**config.mk**
```make
export PLATFORM = sky130hd
export DESIGN_NAME = fetch_unit
export DESIGN_NICKNAME = d
export VERILOG_FILES = /design/src/rtl/core_pkg.sv /design/src/rtl/fetch_fifo.sv /design/src/rtl/fetch_unit.sv
export SDC_FILE = /design/constraint.sdc
export NUM_CORES = 1
export LEC_CHECK = 0
export ABC_AREA = 1
export BUFFER_PORTS_ARGS = -buffer_cell sky130_fd_sc_hd__buf_2
export CAP_MARGIN = 20
export CORE_MARGIN = 8
export CORE_UTILIZATION = 35
export DETAILED_ROUTE_END_ITERATION = 16
export PLACE_DENSITY_LB_ADDON = 0.12
export REMOVE_ABC_BUFFERS = 1
export SETUP_SLACK_MARGIN = 0.3
export SLEW_MARGIN = 20
export SYNTH_ARGS = -nofsm -noshare
export SYNTH_HDL_FRONTEND = slang
export SYNTH_SLANG_ARGS = --single-unit
export TNS_END_PERCENT = 10
```
**constraint.sdc**
```tcl
create_clock -name clk -period 11.4 [get_ports clk]
set_input_delay 2.28 -clock clk [delete_from_list [all_inputs] [get_ports clk]]
set_output_delay 2.28 -clock clk [all_outputs]
set_load 0.1 [all_outputs]
```
**src/rtl/core_pkg.sv**
```systemverilog
// Shared core types and constants: PC width, boot address, fetch queue entry.
package core_pkg;

  localparam int unsigned XLEN = 32;
  localparam int unsigned ILEN = 32;

  localparam logic [XLEN-1:0] RESET_PC = 32'h0000_0000;

  // One fetched instruction together with the address it came from
  typedef struct packed {
    logic [XLEN-1:0] pc;
    logic [ILEN-1:0] inst;
  } fetch_entry_t;

endpackage

```
**src/rtl/fetch_fifo.sv**
```systemverilog
// Small in-order queue of fetched instructions with push/pop/clear.
// Push and pop may occur together at any occupancy, including when full.
module fetch_fifo
  import core_pkg::*;
#(
  parameter int unsigned DEPTH = 2
) (
  input  logic                         clk,
  input  logic                         reset,
  input  logic                         push,
  input  fetch_entry_t                 push_data,
  input  logic                         pop,
  input  logic                         clear,
  output fetch_entry_t                 head,
  output logic [$clog2(DEPTH+1)-1:0]   count,
  output logic                         full,
  output logic                         empty
);

  localparam int unsigned CNT_W = $clog2(DEPTH + 1);
  localparam int unsigned PTR_W = (DEPTH > 1) ? $clog2(DEPTH) : 1;

  fetch_entry_t     mem [DEPTH];
  logic [PTR_W-1:0] rd_ptr;
  logic [PTR_W-1:0] wr_ptr;
  logic [CNT_W-1:0] cnt;
  logic             do_push;
  logic             do_pop;

  function automatic logic [PTR_W-1:0] ptr_inc(input logic [PTR_W-1:0] p);
    return (p == PTR_W'(DEPTH - 1)) ? '0 : p + PTR_W'(1);
  endfunction

  assign full  = (cnt == CNT_W'(DEPTH));
  assign empty = (cnt == '0);
  assign count = cnt;
  assign head  = mem[rd_ptr];

  // A pop frees a slot in the same cycle, so push is allowed when full and popping
  assign do_pop  = pop & ~empty;
  assign do_push = push & (~full | do_pop);

  // Pointer and occupancy tracking; clear empties the queue
  always_ff @(posedge clk or posedge reset) begin
    if (reset) begin
      rd_ptr <= '0;
      wr_ptr <= '0;
      cnt    <= '0;
    end else if (clear) begin
      rd_ptr <= '0;
      wr_ptr <= '0;
      cnt    <= '0;
    end else begin
      if (do_push) wr_ptr <= ptr_inc(wr_ptr);
      if (do_pop)  rd_ptr <= ptr_inc(rd_ptr);
      cnt <= cnt + CNT_W'(do_push) - CNT_W'(do_pop);
    end
  end

  // Entry storage, no reset needed since occupancy gates visibility
  always_ff @(posedge clk) begin
    if (do_push) mem[wr_ptr] <= push_data;
  end

  a_no_overflow: assert property (@(posedge clk) disable iff (reset)
    !(push && full && !pop && !clear));

  a_no_underflow: assert property (@(posedge clk) disable iff (reset)
    !(pop && empty && !clear));

endmodule

```
**src/rtl/fetch_unit.sv**
```systemverilog
// Instruction fetch stage: owns the PC, issues credit-limited in-order
// requests, drops wrong-path responses after a flush, and buffers returned
// instructions for decode.
module fetch_unit
  import core_pkg::*;
#(
  parameter int unsigned DEPTH = 2
) (
  input  logic            clk,
  input  logic            reset,
  input  logic            fetch_stall,
  input  logic            flush,
  input  logic [XLEN-1:0] redirect_pc,
  output logic            imem_req_valid,
  output logic [XLEN-1:0] imem_req_addr,
  input  logic            imem_req_ready,
  input  logic            imem_resp_valid,
  input  logic [ILEN-1:0] imem_resp_data,
  output logic            inst_valid,
  output logic [ILEN-1:0] inst,
  output logic [XLEN-1:0] inst_pc
);

  localparam int unsigned CNT_W  = $clog2(2 * DEPTH + 1);
  localparam int unsigned FCNT_W = $clog2(DEPTH + 1);

  logic [XLEN-1:0]   pc;
  logic [XLEN-1:0]   resp_pc;
  logic [CNT_W-1:0]  outstanding;
  logic [CNT_W-1:0]  drop_cnt;

  logic [FCNT_W-1:0] fifo_count;
  logic              fifo_full;
  logic              fifo_empty;
  fetch_entry_t      fifo_head;
  fetch_entry_t      push_entry;

  logic [CNT_W-1:0]  in_flight;
  logic              pop;
  logic              push;
  logic              accept;
  logic              dropping;
  logic              credit_ok;

  // Credit: a request is allowed only while accepted-but-unconsumed work
  // (after this cycle's pop) stays below the queue depth
  always_comb begin
    in_flight      = outstanding + CNT_W'(fifo_count);
    pop            = inst_valid & ~fetch_stall & ~flush;
    credit_ok      = (in_flight - CNT_W'(pop)) < CNT_W'(DEPTH);
    imem_req_valid = ~reset & ~flush & credit_ok;
    imem_req_addr  = reset ? '0 : pc;
    accept         = imem_req_valid & imem_req_ready;
    dropping       = imem_resp_valid & (drop_cnt != '0);
    push           = imem_resp_valid & (drop_cnt == '0) & ~flush;
    push_entry     = '{pc: resp_pc, inst: imem_resp_data};
  end

  // Head of queue presented to decode, zeroed when nothing is valid
  always_comb begin
    inst_valid = ~reset & ~fifo_empty;
    inst       = inst_valid ? fifo_head.inst : '0;
    inst_pc    = inst_valid ? fifo_head.pc   : '0;
  end

  // PC, credit and wrong-path drop bookkeeping; resp_pc tracks the address
  // of the oldest outstanding request that will actually be kept
  always_ff @(posedge clk or posedge reset) begin
    if (reset) begin
      pc          <= RESET_PC;
      resp_pc     <= RESET_PC;
      outstanding <= '0;
      drop_cnt    <= '0;
    end else begin
      outstanding <= outstanding + CNT_W'(accept) - CNT_W'(imem_resp_valid);
      if (flush) begin
        pc       <= redirect_pc;
        resp_pc  <= redirect_pc;
        drop_cnt <= outstanding - CNT_W'(imem_resp_valid);
      end else begin
        if (accept)   pc       <= pc + XLEN'(4);
        if (push)     resp_pc  <= resp_pc + XLEN'(4);
        if (dropping) drop_cnt <= drop_cnt - CNT_W'(1);
      end
    end
  end

  fetch_fifo #(
    .DEPTH (DEPTH)
  ) u_fifo (
    .clk       (clk),
    .reset     (reset),
    .push      (push),
    .push_data (push_entry),
    .pop       (pop),
    .clear     (flush),
    .head      (fifo_head),
    .count     (fifo_count),
    .full      (fifo_full),
    .empty     (fifo_empty)
  );

  a_resp_has_request: assert property (@(posedge clk) disable iff (reset)
    imem_resp_valid |-> (outstanding != '0));

  a_credit_no_overflow: assert property (@(posedge clk) disable iff (reset)
    !(push && fifo_full && !pop));

endmodule

```
==> impl_metrics.prom <==
# TYPE chip_impl_metric gauge
chip_impl_info{name="outcome",value="completed"} 1
chip_impl_info{name="critical_path.startpoint_type",value="primary input"} 1
chip_impl_metric{name="synth_cell_types",unit=""} 45
chip_impl_metric{name="synth_edf_count",unit=""} 128
chip_impl_metric{name="switching_share",unit="%"} 35.1
chip_impl_metric{name="critical_path.max_stage_delay",unit="ns"} 0.47
chip_impl_metric{name="route.detailed.vias_per_inst",unit=""} 4.60
chip_impl_metric{name="highest_clock_rate",unit="MHz"} 131
chip_impl_info{name="synthTopCellsByArea",value="sky130_fd_sc_hd__edfxtp_1, sky130_fd_sc_hd__dfrtp_1, sky130_fd_sc_hd__nand2_1"} 1
chip_impl_metric{name="numPortBuffers",unit=""} 167
chip_impl_info{name="critical_path.reg2reg.startpoint",value="u_fifo.count[1]"} 1
chip_impl_metric{name="worstPathArrival",unit="ns"} 5.33
chip_impl_metric{name="vdd.ir_drop.worst",unit="mV"} 0.110
chip_impl_metric{name="grt_pass1_wl",unit="mm"} 44.4
chip_impl_metric{name="timing.final.crit_period",unit="ns"} 7.61
chip_impl_info{name="synth.cells.most_frequent",value="sky130_fd_sc_hd__nand2_1, sky130_fd_sc_hd__inv_1, sky130_fd_sc_hd__edfxtp_1"} 1
chip_impl_metric{name="drv.max_cap_violation_count",unit=""} 0
chip_impl_metric{name="r2r_cells",unit=""} 13
chip_impl_info{name="timing_worst_setup_path_type",value="primary input to output pin"} 1
chip_impl_info{name="rsz_0062_raised_after_global_routing",value="false"} 1
chip_impl_metric{name="clock_latency",unit="ns"} 0.52
chip_impl_metric{name="cellPowerDensity",unit="mW/mm2"} 178
chip_impl_metric{name="ys.warnings.count",unit=""} 0
chip_impl_metric{name="final.fill_count",unit=""} 3087
chip_impl_metric{name="critical_path_buf_inv_count",unit=""} 5
chip_impl_info{name="crit-reg2reg-capture",value="outstanding[2]"} 1
chip_impl_metric{name="drt_first_iter_violations",unit=""} 428
chip_impl_metric{name="detailed_place_hpwl",unit="mm"} 19.5
chip_impl_metric{name="drc_violations_left",unit=""} 0
chip_impl_metric{name="r2r_setup_slack",unit="ns"} 7.68
chip_impl_metric{name="setup_viol_count_final",unit=""} 0
chip_impl_metric{name="hold_path_depth",unit=""} 0
chip_impl_metric{name="avgRoutedWirePerCell",unit="um"} 16.0
chip_impl_info{name="hold_path.startpoint",value="resp_pc[0]"} 1
chip_impl_metric{name="cts_post_setup_buffers_inserted",unit=""} 0
chip_impl_info{name="synth_flop_cell",value="sky130_fd_sc_hd__edfxtp_1"} 1
chip_impl_info{name="path_cells",value="buf_2 > buf_4 > inv_2 > o21ai_1 > nor3_1 > ha_1 > or2_2 > fa_1 > nor3b_2 > nand2_1 > inv_1 > buf_2"} 1
chip_impl_info{name="critical-path-top-delay-family",value="buffers and inverters"} 1
chip_impl_metric{name="grt_antenna_before_repair",unit=""} 0
chip_impl_metric{name="power_leakage",unit="nW"} 6.01
chip_impl_metric{name="power.internal",unit="mW"} 1.46
chip_impl_metric{name="clk_transition_reported_paths",unit="ns"} 0.06
chip_impl_metric{name="cts_hold_buf",unit=""} 0
chip_impl_metric{name="numClockSinks",unit=""} 202
chip_impl_metric{name="fp.dieArea",unit="mm2"} 0.0362
chip_impl_metric{name="layout-area-overhead-vs-synth",unit="%"} 18.7
chip_impl_metric{name="drt_pre_antenna_iters",unit=""} 5
chip_impl_metric{name="cts_max_path_buffers",unit=""} 3
chip_impl_metric{name="route.antenna.remaining_nets",unit=""} 0
chip_impl_metric{name="cts_buffers",unit=""} 24
chip_impl_metric{name="portion_of_total_power_attributed_to_sequential_cells",unit="%"} 41.9
chip_impl_metric{name="core.rowCount",unit=""} 64
chip_impl_metric{name="netlist.area_leader.share",unit="%"} 36.1
chip_impl_metric{name="top_level_ports",unit=""} 168
chip_impl_metric{name="cts_htree_levels",unit=""} 1
chip_impl_info{name="whs_endpoint",value="u_fifo.mem[1][32]"} 1
chip_impl_metric{name="place_congestion",unit=""} 0.834
chip_impl_metric{name="dieHeight",unit="um"} 190
chip_impl_metric{name="synthArstFlopShare",unit="%"} 36.6
chip_impl_info{name="setup.worst_path.end_class",value="output pin"} 1
chip_impl_info{name="yosysTopAreaCell",value="sky130_fd_sc_hd__edfxtp_1"} 1
chip_impl_metric{name="worstMarginPinSlew",unit="ns"} 0.920
chip_impl_metric{name="synth_sequential_area_ratio",unit="%"} 53.5
chip_impl_metric{name="grt_start_max_net_pins",unit=""} 66
chip_impl_metric{name="fp.coreArea",unit="mm2"} 0.0303
chip_impl_metric{name="routed_wirelength",unit="mm"} 28.1
chip_impl_metric{name="syn_inst",unit=""} 1171
chip_impl_metric{name="grt_overflow",unit=""} 0
chip_impl_metric{name="initial_utilization",unit="%"} 35.2
chip_impl_metric{name="grtUsageTotal",unit="%"} 15.2
chip_impl_metric{name="final.setup_skew",unit="ns"} 0.00770
chip_impl_metric{name="hold_violations",unit=""} 0
chip_impl_metric{name="power_frac_clock",unit="%"} 33.3
chip_impl_metric{name="drive_above_1_share",unit="%"} 24.5
chip_impl_metric{name="tns",unit="ns"} 0
chip_impl_metric{name="final_min_period_over_clock_period",unit="%"} 66.7
chip_impl_metric{name="timing_max_transition_violations_final",unit=""} 0
chip_impl_info{name="post-synth-top-count-cell",value="sky130_fd_sc_hd__nand2_1"} 1
chip_impl_info{name="cts_tree",value="yes"} 1
chip_impl_metric{name="power_switching",unit="mW"} 0.792
chip_impl_metric{name="fin_hold_ws",unit="ns"} 0.468
chip_impl_metric{name="cts_resized",unit=""} 0
chip_impl_metric{name="antenna-diode-count",unit=""} 0
chip_impl_metric{name="vias",unit=""} 8061
chip_impl_metric{name="dieWidth",unit="um"} 190
chip_impl_metric{name="timing.max_slew.rel_slack",unit="%"} 38.6
chip_impl_metric{name="worst-path-max-fanout",unit=""} 34
chip_impl_metric{name="synth_seq_cells",unit=""} 202
chip_impl_metric{name="vias_in_the_first_global_route",unit=""} 8138
chip_impl_info{name="clk_root_buffer_cell",value="sky130_fd_sc_hd__clkbuf_16"} 1
chip_impl_info{name="critical-path-slowest-cell",value="sky130_fd_sc_hd__fa_1"} 1
chip_impl_metric{name="required",unit="ns"} 9.12
chip_impl_metric{name="syn_area_per_cell",unit="um2"} 9.09
chip_impl_info{name="critical-path-top-cell-by-count",value="sky130_fd_sc_hd__buf_2"} 1
chip_impl_metric{name="comb_power_share",unit="%"} 24.8
chip_impl_metric{name="post_synth_instance_area",unit="mm2"} 0.0106
chip_impl_metric{name="nets_final",unit=""} 1421
chip_impl_info{name="min-delay-path-class",value="register to register"} 1
[placed cells by master, fill, tap and decap left out, types with 25 or more instances in the layout]
cell type	n
sky130_fd_sc_hd__nand2_1	326
sky130_fd_sc_hd__clkbuf_16	25
sky130_fd_sc_hd__nand3_1	90
sky130_fd_sc_hd__dfrtp_1	73
sky130_fd_sc_hd__buf_2	167
sky130_fd_sc_hd__nor2_1	95
sky130_fd_sc_hd__mux2_2	64
sky130_fd_sc_hd__inv_1	172
sky130_fd_sc_hd__edfxtp_1	128
sky130_fd_sc_hd__o21ai_0	27
[power groups by stage]
stage | Sequential (mW) | Clock [mW] | Combinational (mW)
floorplan | 0.939 | 0 | 0.443
global placement | 0.956 | 0 | 0.563
detailed placement | 0.958 | 0 | 0.564
CTS | 0.944 | 0.775 | 0.568
global route | 0.956 | 0.804 | 0.617
finish | 0.944 | 0.752 | 0.559
[flip-flops by register name, indices dropped and copies added (netlist names)]
signal and cells:
resp_pc 32, drop_cnt 3, outstanding 3, u_fifo.wr_ptr 1, u_fifo.count 2, u_fifo.rd_ptr 1
pc 32, u_fifo.mem 128
[layer usage]
metal  up-vias  global-route usage, %  part of all wire, %
li1       4102                      -                    -
met1      3728                   21.3                   49
met2       196                   23.8                   43
met3        35                   2.89                  5.9
met4         0                   3.73                  1.8
met5         -                      0                    0
[area by class of cell]
class / count / area, um2 / share of cell area [%]
clock inverters: 12 / 88.8 / 0.703
inverters: 184 / 697 / 5.52
well taps: 396 / 495 / 3.92
clock buffers: 32 / 692 / 5.48
multi-input cells: 749 / 4060 / 32.1
repair buffers: 176 / 903 / 7.15
flip-flops and latches: 202 / 5700 / 45.1
[worst max-delay path by stage]
stage / depth (start not counted) / endpoint / from
3_3_place_gp: 12 / imem_req_valid / reset
6_report: 12 / imem_req_valid / reset
4_1_cts: 12 / imem_req_valid / reset
3_5_place_dp: 12 / imem_req_valid / reset
5_1_grt: 12 / imem_req_valid / reset
2_1_floorplan: 5 / inst[0] / reset
[cells by family after synthesis]
| kind of cell | count (synthesis) | share of synthesized area, % |
|---|---|---|
| compound gates | 63 | 3.22 |
| xor+xnor | 18 | 1.48 |
| flops | 202 | 53.5 |
| mux | 64 | 6.77 |
| simple gates | 590 | 24.8 |
| buf+inv | 220 | 8.48 |
| fa+ha+maj | 14 | 1.79 |
[metrics by stage]
| stage | instance area, um2 | cells | total power, mW | setup slack (ns) | util [%] |
|---|---|---|---|---|---|
| floorplan | 10400 | 1135 | 1.38 | 2.59 | - |
| global placement | 11900 | 1707 | 1.52 | 3.77 | 39.2 |
| detailed placement | 11900 | 1707 | 1.52 | 3.72 | 39.2 |
| CTS | 12600 | 1751 | 2.29 | 3.71 | 41.7 |
| global route | 12600 | 1751 | 2.38 | 3.51 | 41.7 |
| finish | 12600 | 1751 | 2.25 | 3.79 | 41.7 |
Power figures use the tool's default switching activity.
